File: src/rtl/uart_tx_pkg.sv
// =============================================================================
// Module      : uart_tx_pkg
// Description : Shared constants for the UART TX frame sequencer: the TX mux
//               select encodings, the FSM state codes and the default width.
// Revision    : 1.0 - initial release
// =============================================================================
`default_nettype none

package uart_tx_pkg;

  localparam int DEFAULT_DATA_WIDTH = 8;

  localparam logic [2:0] MUX_START  = 3'b000;
  localparam logic [2:0] MUX_DATA   = 3'b001;
  localparam logic [2:0] MUX_PARITY = 3'b010;
  localparam logic [2:0] MUX_STOP   = 3'b011;
  localparam logic [2:0] MUX_IDLE   = 3'b111;

  localparam logic [2:0] ST_IDLE   = 3'd0;
  localparam logic [2:0] ST_START  = 3'd1;
  localparam logic [2:0] ST_DATA   = 3'd2;
  localparam logic [2:0] ST_PARITY = 3'd3;
  localparam logic [2:0] ST_STOP   = 3'd4;

  function automatic logic [2:0] mux_for_state(input logic [2:0] st);
    case (st)
      ST_START:  return MUX_START;
      ST_DATA:   return MUX_DATA;
      ST_PARITY: return MUX_PARITY;
      ST_STOP:   return MUX_STOP;
      default:   return MUX_IDLE;
    endcase
  endfunction

endpackage

`default_nettype wire

File: src/rtl/uart_tx_serializer.sv
// =============================================================================
// Module      : uart_tx_serializer
// Description : Payload shift register and bit counter; presents one data bit
//               per cycle LSB first and flags the last data bit.
// Revision    : 1.0 - initial release
// =============================================================================
`default_nettype none

import uart_tx_pkg::*;

module uart_tx_serializer #(
  parameter int DATA_WIDTH = DEFAULT_DATA_WIDTH
) (
  input  logic                  clk,
  input  logic                  rst,
  input  logic                  load,
  input  logic                  prime,
  input  logic                  shift_en,
  input  logic [DATA_WIDTH-1:0] data,
  output logic                  ser_data,
  output logic                  ser_done
);

  localparam int              CNT_W    = $clog2(DATA_WIDTH);
  localparam logic [CNT_W-1:0] LAST_BIT = CNT_W'(DATA_WIDTH - 1);

  logic [DATA_WIDTH-1:0] shift_reg;
  logic [CNT_W-1:0]      bit_cnt;

  // prime runs during START so bit 0 is already on ser_data for the first DATA cycle
  always_ff @(posedge clk or posedge rst) begin
    if (rst) begin
      shift_reg <= '0;
      bit_cnt   <= '0;
      ser_data  <= 1'b0;
    end else if (load) begin
      shift_reg <= data;
      bit_cnt   <= '0;
    end else if (prime) begin
      ser_data  <= shift_reg[0];
      shift_reg <= {1'b0, shift_reg[DATA_WIDTH-1:1]};
      bit_cnt   <= '0;
    end else if (shift_en) begin
      ser_data  <= shift_reg[0];
      shift_reg <= {1'b0, shift_reg[DATA_WIDTH-1:1]};
      bit_cnt   <= bit_cnt + 1'b1;
    end
  end

  assign ser_done = (bit_cnt == LAST_BIT);

endmodule

`default_nettype wire

File: src/rtl/uart_tx_ctrl.sv
// =============================================================================
// Module      : uart_tx_ctrl
// Description : UART TX frame sequencer: start, LSB-first data, optional
//               parity, stop. Drives the TX output mux select.
//               Build option UART_TX_TWO_STOP_EN: two-cycle stop bit.
// Revision    : 1.0 - initial release
// =============================================================================
`default_nettype none

import uart_tx_pkg::*;

module uart_tx_ctrl #(
  parameter int DATA_WIDTH = DEFAULT_DATA_WIDTH
) (
  input  logic                  CLK,
  input  logic                  RST,
  input  logic [DATA_WIDTH-1:0] P_DATA,
  input  logic                  DATA_VALID,
  input  logic                  PAR_EN,
  input  logic                  PAR_TYP,
  output logic [2:0]            MUX_SEL,
  output logic                  SER_DATA,
  output logic                  PAR_BIT,
  output logic                  BUSY
);

  logic [2:0] state;
  logic [2:0] state_nxt;
  logic       accept;
  logic       par_en_q;
  logic       ser_done;

`ifdef UART_TX_TWO_STOP_EN
  logic stop_cnt;

  always_ff @(posedge CLK or posedge RST) begin
    if (RST) begin
      stop_cnt <= 1'b0;
    end else if (state == ST_STOP) begin
      stop_cnt <= ~stop_cnt;
    end else begin
      stop_cnt <= 1'b0;
    end
  end
`endif

  always_comb begin
    state_nxt = state;
    accept    = 1'b0;
    case (state)
      ST_IDLE: begin
        if (DATA_VALID) begin
          state_nxt = ST_START;
          accept    = 1'b1;
        end
      end
      ST_START:  state_nxt = ST_DATA;
      ST_DATA: begin
        if (ser_done) begin
          state_nxt = par_en_q ? ST_PARITY : ST_STOP;
        end
      end
      ST_PARITY: state_nxt = ST_STOP;
      ST_STOP: begin
`ifdef UART_TX_TWO_STOP_EN
        if (stop_cnt) begin
          state_nxt = ST_IDLE;
        end
`else
        state_nxt = ST_IDLE;
`endif
      end
      default:   state_nxt = ST_IDLE;
    endcase
  end

  // Outputs are decoded from the next state so they line up with the state register.
  always_ff @(posedge CLK or posedge RST) begin
    if (RST) begin
      state    <= ST_IDLE;
      MUX_SEL  <= MUX_IDLE;
      BUSY     <= 1'b0;
      PAR_BIT  <= 1'b0;
      par_en_q <= 1'b0;
    end else begin
      state   <= state_nxt;
      MUX_SEL <= mux_for_state(state_nxt);
      BUSY    <= (state_nxt != ST_IDLE);
      if (accept) begin
        PAR_BIT  <= (^P_DATA) ^ PAR_TYP;
        par_en_q <= PAR_EN;
      end
    end
  end

  uart_tx_serializer #(
    .DATA_WIDTH (DATA_WIDTH)
  ) u_serializer (
    .clk      (CLK),
    .rst      (RST),
    .load     (accept),
    .prime    (state == ST_START),
    .shift_en (state == ST_DATA),
    .data     (P_DATA),
    .ser_data (SER_DATA),
    .ser_done (ser_done)
  );

endmodule

`default_nettype wire
File: config.mk
export PLATFORM = sky130hd
export DESIGN_NAME = uart_tx_ctrl
export DESIGN_NICKNAME = d
export VERILOG_FILES = /design/src/rtl/uart_tx_pkg.sv /design/src/rtl/uart_tx_serializer.sv /design/src/rtl/uart_tx_ctrl.sv
export SDC_FILE = /design/constraint.sdc
export NUM_CORES = 1
export LEC_CHECK = 0
export CAP_MARGIN = 20
export CORE_MARGIN = 2
export CORE_UTILIZATION = 45
export DETAILED_ROUTE_END_ITERATION = 8
export PLACE_DENSITY = 0.73
export SLEW_MARGIN = 20
export SYNTH_ARGS = -nofsm -noshare
export SYNTH_HDL_FRONTEND = slang
export SYNTH_SLANG_ARGS = --single-unit
File: constraint.sdc
create_clock -name CLK -period 1.55 [get_ports CLK]
set_input_delay 0.155 -clock CLK [delete_from_list [all_inputs] [get_ports CLK]]
set_output_delay 0.155 -clock CLK [all_outputs]
set_load 0.01 [all_outputs]
==> impl_metrics.tcl <==
set metrics [dict create \
    outcome "complete, but fails checks" \
    violations "setup timing" \
    htreeDepth 1 \
    fill_cells 173 \
    drc 0 \
    ff_latch_area_um2 531 \
    worstSetupPathType "register to register" \
    fp-row-count 17 \
    place_congestion 0.768 \
    grt_max_degree 22 \
    route.met3.wl_um 79 \
    powerDensity_nw_per_um2 1740 \
    clkSlewWorstSetupHoldPaths_ns 0.11 \
    synthCells 83 \
    first_pass_iters 4 \
    yosys_warnings 0 \
    drt-met1-wl_um 843 \
    area_growth_pct 38.1 \
    syn_nets 98 \
    gr-total-overflow 0 \
    endpoint_kind "register" \
    via_per_inst 5.10 \
    dieHeight_um 51.2 \
    cts.sinks 21 \
    ant_nets 0 \
    worstReg2RegStart "u_serializer.bit_cnt[1]" \
    die_x_um 51.2 \
    drv_slew 0 \
    hold_path_class "input pin to asynchronous set/reset pin" \
    cts_root_buf "clkbuf_4" \
    clk_latency_ns 0.30 \
    place_hpwl_um 1390 \
    core-area_um2 2150 \
    post-route-min-period_ns 1.57 \
    rsz0062_at_grt "yes" \
    cts_hold_buffers 0 \
    clockBufferDepth 2 \
    vdd_drop_max_mv 1.13 \
    fin_crit_sh_pct 101 \
    hold_violations 0 \
    grt_pass1_wl_um 3330 \
    timing.final.ws_setup_ns -0.0205 \
    multi_input_area_um2 495 \
    place_area_um2 1290 \
    start_util_pct 46.7 \
    grt_usage_pct 16.9 \
    slew_headroom_pct 79.4 \
    largest_reg_flops 8 \
    mostFrequentLayoutCells "dfrtp_1, clkdlybuf4s50_1, buf_4, a21o_1, a22o_1" \
    synth-seq-cells 21 \
    drt_iter0_drc 13 \
    startpoint "u_serializer.bit_cnt[1]" \
    holdWs_ns 0.165 \
    grt_pass1_vias 778 \
    io-pin-count 19 \
    fin_nets 132 \
    stdcell_area_um2 1380 \
    cts_tree "yes" \
    wire_per_inst_um 13.4 \
    syn_area_per_cell_um2 12.1 \
    worstPathMaxFanout 3 \
    synth-seq-area-share_pct 52.8 \
    top_layer "met4" \
    p_leak_nw 0.663 \
    syn-cell-area_um2 1000 \
    fp.dieArea_um2 2620 \
    antenna_found_initial 0 \
    worst_slew_pin_slew_ns 0.309 \
    routed_wl_um 1930 \
    num_vias 734 \
    ys_types 28 \
    cp-start-kind "register" \
    max_freq_mhz 637 \
    wl_met2_um 996 \
    mostFrequentLayoutCell "dfrtp_1" \
    skew_ns 0.00473 \
    max_cap_violations 0 \
    drive_gt1_share_pct 26.7 \
    numCtsBuffers 3 \
    antennaDiodeCount 0 \
    setup_viol 1 \
    crit_required_ns 1.73 \
    portBuffers 18 \
    cp.arrival_ns 1.75 \
]
logic make-up after synthesis:
kind of cell,share of synthesized area (%)
compound gates,19.7
flops,52.8
simple gates,10.9
xor+xnor,7.49
buf+inv,2.25
mux,4.37
fa+ha+maj,2.50
cell type report:
type / count / share of cell area [%]
clock buffer: 4 / 1.90
inverter: 2 / 0.542
multi-input combinational: 58 / 35.8
sequential: 21 / 38.3
tap: 28 / 2.53
timing repair buffer: 31 / 20.9
cell usage after synthesis:
library cell  number  area share, %
dfrtp_1           18             45
nor3_1             1           0.50
o21a_1             1           0.75
nand2_1            4            1.5
nor2_2             1           0.62
or3_1              2            1.2
a21o_1             8            6.0
xnor3_1            1            2.2
xnor2_1            5            4.4
inv_2              1           0.37
nor3b_2            1            1.2
mux2_1             2            2.2
a21oi_4            1            1.6
ha_1               2            2.5
o21ai_1            5            2.5
buf_4              2            1.5
dfstp_2            3            7.9
a31oi_1            1           0.62
xor2_1             1           0.87
a22o_1             7            6.1
mux2_2             1            1.1
nor2_1             2           0.75
o22ai_1            1           0.62
a22oi_1            2            1.5
nor2b_1            4            2.5
nand2b_1           4            2.5
inv_1              1           0.37
mux2i_1            1            1.0
repair_timing:
action | 4_1_cts | 5_1_grt
pin swaps | 4 | 1
resized for setup | 3 | 10
buffers inserted | 2 | 0
endpoints found under the setup margin | 1 | 10
metrics by stage:
| stage | std cells | worst slack (ns) | TNS (ns) | utilization (%) | power (mW) |
|---|---|---|---|---|---|
| 3_3_place_gp | 138 | -0.147 | -0.438 | 59.9 | 2.06 |
| 3_5_place_dp | 138 | -0.191 | -0.607 | 59.9 | 2.10 |
| 2_1_floorplan | 83 | 0.00800 | 0 | - | 1.68 |
| 6_report | 144 | -0.0205 | -0.0205 | 64.4 | 2.41 |
| 5_1_grt | 144 | -0.0808 | -0.191 | 64.4 | 2.61 |
| 4_1_cts | 144 | -0.0379 | -0.0379 | 62.6 | 2.39 |
routing by layer:
metal | up-vias | track usage [%]
li1 | 361 | -
met3 | 2 | 3.22
met4 | 0 | 5.41
met2 | 14 | 30.1
met5 | - | 0
met1 | 357 | 20.4
final timing paths:
| kind | cells after the start | end | slack [ns] |
|---|---|---|---|
| worst max-delay path | 6 | BUSY | -0.02 |
| worst min-delay path | 3 | u_serializer.ser_data | 0.16 |
| worst max register to register | 6 | BUSY | -0.02 |
| worst min register to register | 1 | u_serializer.shift_reg[6] | 0.49 |
| max in group asynchronous | 3 | MUX_SEL[0] | 1.11 |
| min in group CLK | 2 | par_en_q | 0.47 |
critical path: stages, from the launching register on:
cell and delay [ns]:
dfrtp_1 0.40, ha_2 0.20, ha_4 0.17, a31oi_4 0.14
or3_4 0.15, inv_2 0.03, or3_1 0.36
report_power, final:
group	leakage [nW]	total (mW)	switching (mW)	internal [mW]
registers	0.256	1.00	0.181	0.822
logic	0.392	1.15	0.501	0.653
clock network	0.0150	0.255	0.154	0.100
No activity file was read; power rests on OpenSTA's default activity.
